--- src/rtl/ttt_pkg.sv ---
// Shared constants, FSM state type and line table for the tic-tac-toe auto player.
package ttt_pkg;

  localparam logic [1:0] GS_PLAY = 2'b00;
  localparam logic [1:0] GS_XWIN = 2'b01;
  localparam logic [1:0] GS_OWIN = 2'b10;
  localparam logic [1:0] GS_DRAW = 2'b11;

  localparam logic SYM_X = 1'b1;
  localparam logic SYM_O = 1'b0;

  typedef enum logic [2:0] {
    StWaitTurn,
    StThink,
    StScan,
    StIssue,
    StConfirm,
    StDone
  } state_e;

  // Cell indices of every line, in scan order: rows, cols, diagonal, anti-diagonal.
  localparam logic [3:0] LINE_TBL [8][3] = '{
    '{4'd0, 4'd1, 4'd2},
    '{4'd3, 4'd4, 4'd5},
    '{4'd6, 4'd7, 4'd8},
    '{4'd0, 4'd3, 4'd6},
    '{4'd1, 4'd4, 4'd7},
    '{4'd2, 4'd5, 4'd8},
    '{4'd0, 4'd4, 4'd8},
    '{4'd2, 4'd4, 4'd6}
  };

  function automatic logic [3:0] popcount9(input logic [8:0] v);
    logic [3:0] n;
    n = '0;
    for (int i = 0; i < 9; i++) n = n + {3'b000, v[i]};
    return n;
  endfunction

  function automatic logic game_over(input logic [1:0] gs);
    logic over;
    unique case (gs)
      GS_XWIN, GS_OWIN, GS_DRAW: over = 1'b1;
      default:                   over = 1'b0;
    endcase
    return over;
  endfunction

  function automatic logic [1:0] cell_row(input logic [3:0] c);
    logic [1:0] r;
    if (c < 4'd3)      r = 2'd0;
    else if (c < 4'd6) r = 2'd1;
    else               r = 2'd2;
    return r;
  endfunction

  function automatic logic [1:0] cell_col(input logic [3:0] c);
    logic [1:0] k;
    case (c)
      4'd0, 4'd3, 4'd6: k = 2'd0;
      4'd1, 4'd4, 4'd7: k = 2'd1;
      default:          k = 2'd2;
    endcase
    return k;
  endfunction

endpackage

--- src/rtl/ttt_auto_player_if.sv ---
// Board move bus: board state towards the player, move strobe towards the board.
interface ttt_auto_player_if;
  logic [8:0] valid;
  logic [8:0] symbol;
  logic [1:0] game_state;
  logic       set;
  logic [1:0] row;
  logic [1:0] col;

  modport master (input valid, symbol, game_state, output set, row, col);
  modport slave  (output valid, symbol, game_state, input set, row, col);
endinterface

--- src/rtl/ttt_pick.sv ---
// Combinational move chooser: win, block, centre, corners, edges.
module ttt_pick
  import ttt_pkg::*;
#(
  parameter bit AI_SYMBOL = SYM_O
) (
  input  logic [8:0] valid,
  input  logic [8:0] symbol,
  output logic [3:0] pick,
  output logic       pick_ok
);

  logic       win_found, blk_found;
  logic [3:0] win_cell, blk_cell;

  // Scan all lines; keep the first winning and first blocking empty cell.
  always_comb begin
    logic [1:0] own_cnt, opp_cnt, emp_cnt;
    logic [3:0] emp_cell, c;
    win_found = 1'b0;
    blk_found = 1'b0;
    win_cell  = '0;
    blk_cell  = '0;
    own_cnt   = '0;
    opp_cnt   = '0;
    emp_cnt   = '0;
    emp_cell  = '0;
    c         = '0;
    for (int l = 0; l < 8; l++) begin
      own_cnt  = '0;
      opp_cnt  = '0;
      emp_cnt  = '0;
      emp_cell = '0;
      for (int k = 0; k < 3; k++) begin
        c = LINE_TBL[l][k];
        if (!valid[c]) begin
          emp_cnt  = emp_cnt + 2'd1;
          emp_cell = c;
        end else if (symbol[c] == AI_SYMBOL) begin
          own_cnt = own_cnt + 2'd1;
        end else begin
          opp_cnt = opp_cnt + 2'd1;
        end
      end
      if (!win_found && own_cnt == 2'd2 && emp_cnt == 2'd1) begin
        win_found = 1'b1;
        win_cell  = emp_cell;
      end
      if (!blk_found && opp_cnt == 2'd2 && emp_cnt == 2'd1) begin
        blk_found = 1'b1;
        blk_cell  = emp_cell;
      end
    end
  end

  // Apply the priority order; pick_ok drops only on a full board.
  always_comb begin
    pick    = '0;
    pick_ok = 1'b1;
    if (win_found)      pick = win_cell;
    else if (blk_found) pick = blk_cell;
    else if (!valid[4]) pick = 4'd4;
    else if (!valid[0]) pick = 4'd0;
    else if (!valid[2]) pick = 4'd2;
    else if (!valid[6]) pick = 4'd6;
    else if (!valid[8]) pick = 4'd8;
    else if (!valid[1]) pick = 4'd1;
    else if (!valid[3]) pick = 4'd3;
    else if (!valid[5]) pick = 4'd5;
    else if (!valid[7]) pick = 4'd7;
    else                pick_ok = 1'b0;
  end

endmodule

--- src/rtl/ttt_auto_player.sv ---
// Automatic tic-tac-toe opponent: waits for its turn, thinks, picks, strobes, confirms.
module ttt_auto_player
  import ttt_pkg::*;
#(
  parameter bit          AI_SYMBOL    = SYM_O,
  parameter int unsigned THINK_CYCLES = 4,
  parameter int unsigned TIMEOUT      = 8
) (
  input  logic              clk,
  input  logic              reset,
  input  logic              enable,
  ttt_auto_player_if.master board,
  output logic              busy,
  output logic              move_err,
  output logic [2:0]        moves_made
);

  state_e      state_q, state_d;
  logic [15:0] think_q, think_d;
  logic [15:0] tmo_q, tmo_d;
  logic [3:0]  pick_q, pick_d;
  logic [2:0]  moves_q, moves_d;
  logic        any_q;

  logic [3:0]  pick_c;
  logic        pick_ok;
  logic [3:0]  pop;
  logic        my_turn, turn_ok, board_cleared;
  logic        set_c, err_c;

  ttt_pick #(
    .AI_SYMBOL(AI_SYMBOL)
  ) u_pick (
    .valid  (board.valid),
    .symbol (board.symbol),
    .pick   (pick_c),
    .pick_ok(pick_ok)
  );

  assign pop     = popcount9(board.valid);
  assign my_turn = (pop[0] == 1'b0) == (AI_SYMBOL == SYM_X);
  assign turn_ok = my_turn && (pop < 4'd9);
  // Edge of the board going empty, so an X player can still open on an empty board.
  assign board_cleared = any_q && (board.valid == '0);

  // Next-state, counters and strobes; game over outranks everything else.
  always_comb begin
    state_d = state_q;
    think_d = think_q;
    tmo_d   = tmo_q;
    pick_d  = pick_q;
    moves_d = moves_q;
    set_c   = 1'b0;
    err_c   = 1'b0;
    if (game_over(board.game_state)) begin
      state_d = StDone;
    end else if (state_q == StDone) begin
      if (board.valid == '0) begin
        state_d = StWaitTurn;
        moves_d = '0;
      end
    end else if (board_cleared) begin
      state_d = StWaitTurn;
      moves_d = '0;
    end else begin
      unique case (state_q)
        StWaitTurn: begin
          if (enable && turn_ok) begin
            state_d = StThink;
            think_d = 16'(THINK_CYCLES - 1);
          end
        end
        StThink: begin
          if (!enable || !turn_ok)  state_d = StWaitTurn;
          else if (think_q == '0)   state_d = StScan;
          else                      think_d = think_q - 16'd1;
        end
        StScan: begin
          if (pick_ok) begin
            pick_d  = pick_c;
            state_d = StIssue;
          end else begin
            state_d = StWaitTurn;
          end
        end
        StIssue: begin
          // Cell filled since the scan: drop the move rather than strobe an occupied cell.
          if (board.valid[pick_q]) begin
            state_d = StWaitTurn;
          end else begin
            set_c   = 1'b1;
            state_d = StConfirm;
            tmo_d   = 16'(TIMEOUT - 1);
          end
        end
        StConfirm: begin
          if (board.valid[pick_q]) begin
            if (board.symbol[pick_q] == AI_SYMBOL && moves_q < 3'd5) moves_d = moves_q + 3'd1;
            state_d = StWaitTurn;
          end else if (tmo_q == '0) begin
            err_c   = 1'b1;
            state_d = StWaitTurn;
          end else begin
            tmo_d = tmo_q - 16'd1;
          end
        end
        StDone: ;
        default: state_d = StWaitTurn;
      endcase
    end
  end

  // State and counter registers.
  always_ff @(posedge clk or negedge reset) begin
    if (!reset) begin
      state_q <= StWaitTurn;
      think_q <= '0;
      tmo_q   <= '0;
      pick_q  <= '0;
      moves_q <= '0;
      any_q   <= 1'b0;
    end else begin
      state_q <= state_d;
      think_q <= think_d;
      tmo_q   <= tmo_d;
      pick_q  <= pick_d;
      moves_q <= moves_d;
      any_q   <= |board.valid;
    end
  end

  // Outputs: row/col follow the registered pick, which only changes on leaving SCAN.
  always_comb begin
    board.set  = set_c;
    board.row  = cell_row(pick_q);
    board.col  = cell_col(pick_q);
    busy       = state_q inside {StThink, StScan, StIssue, StConfirm};
    move_err   = err_c;
    moves_made = moves_q;
  end

endmodule

--- src/flat_wrapper.sv ---
// flat-port wrapper written by rule: the top's interface ports become plain ports
module ttt_auto_player_flat import ttt_pkg::*;
#(
  parameter bit          AI_SYMBOL    = SYM_O,
  parameter int unsigned THINK_CYCLES = 4,
  parameter int unsigned TIMEOUT      = 8
)
  (clk, reset, enable, busy, move_err, moves_made, board_valid, board_symbol, board_game_state, board_set, board_row, board_col);
  ttt_auto_player_if board_i ();
  input  logic clk;
  input  logic reset;
  input  logic enable;
  output logic busy;
  output logic move_err;
  output logic [2:0] moves_made;
  input wire logic [$bits(board_i.valid)-1:0] board_valid;
  input wire logic [$bits(board_i.symbol)-1:0] board_symbol;
  input wire logic [$bits(board_i.game_state)-1:0] board_game_state;
  output wire logic [$bits(board_i.set)-1:0] board_set;
  output wire logic [$bits(board_i.row)-1:0] board_row;
  output wire logic [$bits(board_i.col)-1:0] board_col;
  assign board_i.valid = board_valid;
  assign board_i.symbol = board_symbol;
  assign board_i.game_state = board_game_state;
  assign board_set = board_i.set;
  assign board_row = board_i.row;
  assign board_col = board_i.col;
  ttt_auto_player #(.AI_SYMBOL(AI_SYMBOL), .THINK_CYCLES(THINK_CYCLES), .TIMEOUT(TIMEOUT)) u_core (.clk(clk), .reset(reset), .enable(enable), .board(board_i), .busy(busy), .move_err(move_err), .moves_made(moves_made));
endmodule
--- config.mk ---
export PLATFORM = sky130hd
export DESIGN_NAME = ttt_auto_player_flat
export DESIGN_NICKNAME = d
export VERILOG_FILES = /design/src/rtl/ttt_pkg.sv /design/src/rtl/ttt_auto_player_if.sv /design/src/rtl/ttt_pick.sv /design/src/rtl/ttt_auto_player.sv /design/src/flat_wrapper.sv
export SDC_FILE = /design/constraint.sdc
export NUM_CORES = 1
export LEC_CHECK = 0
export CORE_MARGIN = 5
export CORE_UTILIZATION = 50
export CTS_CLUSTER_SIZE = 24
export DETAILED_ROUTE_END_ITERATION = 6
export PLACE_DENSITY = 0.65
export SLEW_MARGIN = 25
export SYNTH_ARGS = -nofsm -noshare
export SYNTH_HDL_FRONTEND = slang
export SYNTH_SLANG_ARGS = --single-unit
export TNS_END_PERCENT = 100
--- constraint.sdc ---
create_clock -name clk -period 5.45 [get_ports clk]
set_clock_uncertainty 0.2 [all_clocks]
set_input_delay 1.635 -clock clk [delete_from_list [all_inputs] [get_ports clk]]
set_output_delay 1.635 -clock clk [all_outputs]
set_load 0.05 [all_outputs]
==> flow_metrics.py, run 1 <==
metrics = {
    "status": {
        "status": "finished clean",
    },
    "finish": {
        "regArea_um2": 1080,
        "nets": 718,
        "fillerInstances": 895,
        "multiInputGateArea_um2": 3480,
        "num_antenna_cells": 0,
        "syn_to_final_growth_pct": 18.7,
        "final_layout_size_suffix_gt1_share_pct": 16.0,
        "design_area_um2": 5670,
        "final_util_pct": 61.1,
    },
    "worst_setup_path": {
        "r2r-end": "u_core.tmo_q[14]",
        "cp_cell_sequence": "clkdlybuf4s50_1 > buf_4 > mux4_2 > mux2i_2 > o21ai_2 > nor4_2 > buf_4 > buf_12",
        "crit_family": "buffers and inverters",
        "path_depth": 8,
        "max_stage_delay_ns": 0.47,
        "critPathLaunchType": "input pin",
        "reg2reg_depth": 10,
        "cp_max_fo": 10,
        "cpMostUsedCell": "buf_4",
        "cpMaxStageDelayCell": "mux4_2",
        "r2r_slack_ns": 2.13,
        "crit_arrival_ns": 3.54,
        "crit_type": "input pin to output pin",
        "cp-end-kind": "output pin",
        "r2r_start": "u_core.pick_q[1]",
        "setup.worst_path.end": "board_set",
        "crit_path_start": "board_valid[1]",
        "cp_num_buf_inv": 4,
        "worstPathRequired_ns": 3.62,
    },
    "drt": {
        "wl_met2_mm": 5.73,
        "drc_errors": 0,
        "drtPass1Iterations": 5,
        "maxUsedRoutingLayer": "met4",
        "routed_wl_mm": 13.8,
        "wl_per_cell_um": 17.7,
        "drt_iter0_markers": 379,
        "final_antenna_net_count": 0,
        "wl_met1_mm": 6.67,
        "vias_per_cell": 5.99,
        "vias": 4676,
        "wl_met3_mm": 1.24,
    },
    "synth": {
        "avgSynthCellArea_um2": 8.08,
        "synth_warnings": 0,
        "synth_largest_area_cell": "dfrtp_1",
        "ys.flop_type": "dfrtp_1",
        "synth_seq_area_share_pct": 22.5,
        "syn-num-nets": 659,
        "async_reset_ff_share_pct": 100,
        "synth_top_area_share_pct": 22.5,
        "synth_cells": 591,
        "synth_common_cells": "nor2_1, nand2_1, dfrtp_1, a21oi_1, ha_1",
        "synth_most_common_cell": "nor2_1",
        "netlist_area_um2": 4780,
        "synth_seq_cells": 43,
        "synth_area_leaders": "dfrtp_1, ha_1, nor2_1, nand2_1, a21oi_1",
        "synth_edf_count": 0,
        "yosysUniqueCellTypes": 90,
    },
    "power_and_ir_drop": {
        "pwr-share-clk_pct": 32.7,
        "p_seq_share_pct": 35.8,
        "power.leakage_nw": 2.52,
        "vdd_drop_max_mv": 0.103,
        "pwr-share-comb_pct": 31.4,
        "sw_frac_of_total_pct": 31.0,
        "power.internal_uw": 624,
        "powerDensity_nw_per_um2": 160,
        "switchingPower_uw": 280,
    },
    "die": {
        "dieArea_um2": 11600,
        "io_pins": 33,
        "placementRows": 35,
        "die_y_um": 108,
        "core_area_um2": 9280,
        "die_w_um": 108,
        "start_util_pct": 51.4,
    },
    "placed_design": {
        "hpwlAfterDp_mm": 10.8,
        "dpl_cell_area_um2": 5480,
        "port_buffers": 32,
        "place.gp.congestion": 0.962,
    },
    "global_route": {
        "gr-total-overflow": 0,
        "grt_usage_pct": 23.9,
        "antenna_found_initial": 0,
        "grt_pass1_vias": 4389,
        "grt_max_degree": 44,
        "grt_pass1_wl_mm": 22.3,
    },
    "cts": {
        "htree_levels": 2,
        "cts_buffers": 5,
        "clk_path_buf_depth": 2,
        "cts_root_buffer": "clkbuf_8",
        "cts_num_sinks": 43,
        "cts.clk_slew.worst_paths_ns": 0.09,
        "cts_tree": "done",
        "insertion_delay_ns": 0.30,
    },
    "timing": {
        "max_slew_margin_pct": 59.7,
        "fin_crit_sh_pct": 98.7,
        "finalSetupViolCount": 0,
        "tightest_slew_ns": 0.598,
        "fmax_mhz": 186,
        "drv_slew": 0,
        "min_period_ns": 5.38,
        "hold_violations": 0,
    },
    "job": {
        "timing.max_cap.violations": 0,
    },
    "worst_hold_path": {
        "hold_class": "flip-flop to flip-flop",
    },
}
==> layout make-up <==
cell class	count	share of cell area (%)
clock inverter	2	1.06
timing repair buffer	78	12.1
multi-input combinational	487	61.4
inverter	35	2.34
clock buffer	6	1.28
sequential	43	19.0
tap	129	2.85
==> cells in the final DEF, fill, tap and decap left out, types with 3 or more instances in the layout <==
cell | Yosys | routed
o31ai_1 | 5 | 4
nand4_1 | 5 | 5
o21ai_0 | 40 | 36
xnor2_1 | 12 | 12
nand2b_1 | 10 | 10
o211ai_1 | 4 | 4
nor2_1 | 59 | 58
o21ai_1 | 0 | 4
o21a_1 | 4 | 4
mux4_2 | 4 | 4
buf_4 | 2 | 47
nor3_1 | 22 | 21
nor4_2 | 1 | 3
nor3_2 | 2 | 3
ha_1 | 41 | 40
fa_1 | 4 | 3
a211o_1 | 7 | 7
nor2b_1 | 21 | 21
nand3_1 | 13 | 13
mux2i_1 | 6 | 5
or4_1 | 4 | 4
dfrtp_1 | 43 | 43
nand3b_1 | 8 | 8
o22ai_1 | 3 | 3
a21oi_1 | 41 | 41
or2_2 | 3 | 3
or3_1 | 7 | 7
nand2_1 | 55 | 55
and3b_1 | 3 | 3
a21o_1 | 6 | 6
clkbuf_8 | 0 | 5
xor2_1 | 8 | 8
inv_1 | 33 | 31
a211oi_1 | 5 | 5
nor3b_1 | 5 | 5
a31oi_1 | 7 | 7
clkdlybuf4s50_1 | 0 | 27
nor4_1 | 8 | 5
==> worst min-delay path by stage <==
stage	to	cells past startpoint	from
floorplan	u_core.think_q[15]	1	u_core.think_q[15]
global placement	u_core.think_q[15]	1	u_core.think_q[15]
detailed placement	u_core.think_q[15]	1	u_core.think_q[15]
CTS	u_core.think_q[15]	1	u_core.think_q[15]
global route	u_core.think_q[15]	1	u_core.think_q[15]
finish	u_core.think_q[15]	1	u_core.think_q[15]
==> power groups by stage <==
| stage | Sequential [mW] | Combinational [mW] | Clock [mW] |
|---|---|---|---|
| after global placement | 0.330 | 0.269 | 0 |
| final | 0.324 | 0.284 | 0.296 |
| after CTS | 0.324 | 0.279 | 0.301 |
| after detailed placement | 0.331 | 0.275 | 0 |
| after global routing | 0.325 | 0.312 | 0.314 |
| after floorplan | 0.333 | 0.172 | 0 |
==> flip-flops by register name (all words and copies together), names as in the netlist <==
signal	cells
u_core.moves_made	3
u_core.pick_q	4
u_core.any_q	1
u_core.state_q	3
u_core.think_q	16
u_core.tmo_q	16
==> routing by layer <==
layer  GRT usage [%]  vias to the layer above
met5               0                        -
met4            3.52                        0
met3            4.74                       18
met2            35.4                      172
met1            36.5                     2230
li1                -                     2256
==> per-stage QoR <==
stage          setup TNS [ns]  power (mW)  hold WS [ns]  setup slack [ns]  instances
6_report                    0       0.904         0.288            0.0717        780
5_1_grt              -0.00174       0.950         0.309          -0.00174        780
4_1_cts                     0       0.905         0.294           0.00433        780
3_5_place_dp            -6.90       0.606         0.282            -0.469        770
3_3_place_gp            -4.21       0.599         0.255            -0.316        770
2_1_floorplan               0       0.505         0.238            0.0906        591
==> cells by family (layout without fill, tap and decap cells) <==
group,count (synthesis),in the layout,synth area share (%)
AOI/OAI and AO/OA,157,157,22.8
xor gates and xnor gates,20,20,3.67
adders and majority gates,46,46,12.6
buffers and inverters,61,121,5.82
DFF,43,43,22.5
muxes,12,12,3.62
and+or+nand+nor,252,252,29.0
==> timing repair <==
| action | CTS | global route |
|---|---|---|
| buffers inserted | 2 | 0 |
| pin swaps | 4 | 3 |
| endpoints found under the setup margin | 15 | 17 |
| resized for setup | 5 | 10 |
| hold buffers | 0 | 0 |
(Power assumes the default switching activity.)
==> run 2: changes to the inputs <==
--- a/config.mk
+++ b/config.mk
@@ -13,5 +13,6 @@
 export SLEW_MARGIN = 25
 export SYNTH_ARGS = -nofsm -noshare
 export SYNTH_HDL_FRONTEND = slang
+export SYNTH_HIERARCHICAL = 1
 export SYNTH_SLANG_ARGS = --single-unit
 export TNS_END_PERCENT = 100
==> flow_metrics.py, run 2 <==
metrics = {
    "finish": {
        "final_common_cell": "dfrtp_1",
        "syn_to_final_growth_pct": 20.9,
        "design_area_um2": 5720,
        "multiInputGateArea_um2": 3510,
        "nets": 686,
        "num_antenna_cells": 0,
        "regArea_um2": 1080,
        "layout_common_cells": "dfrtp_1, nor2_1, a21oi_1, nand2_1, buf_4",
        "fin_cells": 752,
        "fillerInstances": 826,
        "final_layout_size_suffix_gt1_share_pct": 18.0,
        "final_util_pct": 61.9,
        "reg_top3": "u_core/think_q x16, u_core/tmo_q x16, u_core/pick_q x4",
    },
    "placed_design": {
        "port_buffers": 32,
        "place_ws_ns": -0.607,
        "dpl_cell_area_um2": 5380,
        "place.gp.congestion": 0.895,
        "place_inst": 740,
        "hpwlAfterDp_mm": 10.4,
    },
    "synth": {
        "synth_common_cells": "dfrtp_1, nor2_1, a21oi_1, nand2_1, inv_1",
        "syn-num-nets": 636,
        "synth_most_common_cell": "dfrtp_1",
        "synth_largest_area_cell": "dfrtp_1",
        "ys.flop_type": "dfrtp_1",
        "synth_top_area_share_pct": 22.8,
        "netlist_area_um2": 4730,
        "synth_cells": 572,
        "synth_seq_area_share_pct": 22.8,
        "synth_warnings": 6,
        "yosysUniqueCellTypes": 81,
        "avgSynthCellArea_um2": 8.27,
        "synth_area_leaders": "dfrtp_1, ha_1, a21oi_1, nor2_1, nand2_1",
        "async_reset_ff_share_pct": 100,
        "synth_edf_count": 0,
        "synth_seq_cells": 43,
    },
    "timing": {
        "finalSetupViolCount": 0,
        "hold_violations": 0,
        "max_slew_margin_pct": 38.3,
        "fmax_mhz": 188,
        "min_period_ns": 5.32,
        "tightest_slew_ns": 0.922,
        "setup_slack_ns": 0.125,
        "drv_slew": 0,
        "fin_crit_sh_pct": 97.7,
        "finalSetupTns_ns": 0,
        "rsz0062_at_grt": "no",
    },
    "worst_setup_path": {
        "crit_type": "input pin to output pin",
        "crit_arrival_ns": 3.49,
        "worstPathRequired_ns": 3.62,
        "critPathLaunchType": "input pin",
        "cp-end-kind": "output pin",
        "cp_max_fo": 22,
    },
    "drt": {
        "wl_met1_mm": 5.99,
        "maxUsedRoutingLayer": "met4",
        "routed_wl_mm": 13.7,
        "drc_errors": 0,
        "drt_iter0_markers": 316,
        "drtPass1Iterations": 5,
        "vias": 4616,
        "wl_per_cell_um": 18.2,
        "vias_per_cell": 6.14,
        "wl_met2_mm": 6.45,
        "wl_met3_um": 794,
        "final_antenna_net_count": 0,
    },
    "cts": {
        "cts.clk_slew.worst_paths_ns": 0.09,
        "cts_root_buffer": "clkbuf_8",
        "insertion_delay_ns": 0.30,
        "clk_path_buf_depth": 2,
        "cts_tree": "done",
        "cts_num_sinks": 43,
        "htree_levels": 2,
        "cts_buffers": 5,
        "holdBufCountCts": 0,
    },
    "power_and_ir_drop": {
        "vdd_drop_max_mv": 0.0950,
        "powerDensity_nw_per_um2": 157,
        "power.leakage_nw": 2.53,
    },
    "global_route": {
        "grt_max_degree": 44,
        "grt_pass1_vias": 4422,
        "antenna_found_initial": 0,
        "grt_pass1_wl_mm": 22.1,
        "gr-total-overflow": 0,
        "grt_usage_pct": 24.0,
    },
    "worst_hold_path": {
        "hold_class": "flip-flop to flip-flop",
    },
    "die": {
        "start_util_pct": 51.2,
        "placementRows": 35,
        "die_y_um": 107,
        "io_pins": 33,
        "die_w_um": 107,
        "dieArea_um2": 11500,
        "core_area_um2": 9240,
    },
    "status": {
        "status": "finished clean",
    },
    "job": {
        "timing.max_cap.violations": 0,
    },
}
## run 2: per-stage QoR
step                hold slack [ns]  power [mW]
detailed placement            0.304       0.590
CTS                           0.313       0.895
global placement              0.292       0.584
global route                  0.360       0.945
floorplan                     0.294       0.494
finish                        0.304       0.896
## run 2: worst max-delay path: stages
cell,delay (ns)
clkdlybuf4s50_1,0.51
buf_6,0.23
mux2i_2,0.22
o221ai_1,0.18
o21ai_2,0.16
nand2_1,0.16
nor4_4,0.20
buf_12,0.17
## run 2: final timing paths
path | startpoint | end | slack (ns) | cells after the start
hold reg to reg | u_core/moves_made[2] | u_core/moves_made[2] | 0.30 | 1
min in group asynchronous | reset | u_core/think_q[5] | 1.11 | 1
hold / removal | u_core/moves_made[2] | u_core/moves_made[2] | 0.30 | 1
setup reg to reg | u_core/tmo_q[0] | u_core/tmo_q[7] | 2.14 | 8
max in group asynchronous | reset | u_core/tmo_q[4] | 3.54 | 1
setup / recovery | board_valid[5] | move_err | 0.13 | 8
## run 2: repair_timing
item,CTS,global route
gates resized for setup,28,2
buffers inserted,4,0
endpoints found under the setup margin,16,6
pin swaps,10,5
## run 2: power by group
part           switching (mW)  internal, mW
sequential           0.000844         0.320
combinational           0.160         0.121
clock                   0.112         0.183
total                   0.272         0.624
## run 2: layout make-up
cell class / instances / area share (%)
clock inverters: 2 / 1.05
flip-flops and latches: 43 / 18.8
well taps: 129 / 2.82
multi-input cells: 457 / 61.3
clock buffers: 6 / 1.27
repair buffers: 75 / 12.1
inverters: 40 / 2.63
## run 2: per-layer routing
layer  GRT usage (%)  vias to the layer above
met5               0                        -
met4            9.50                        0
met3            2.35                       35
met2            40.2                      170
met1            31.6                     2206
li1                -                     2205
## run 2: logic make-up after synthesis
group                      after synthesis  synth area share [%]
xor gates and xnor gates                21                  3.89
muxes                                   22                  5.37
DFF                                     43                  22.8
AOI/OAI and AO/OA                      159                  24.3
buffers and inverters                   72                  6.46
adders and majority gates               41                  11.5
and+or+nand+nor                        214                  25.7
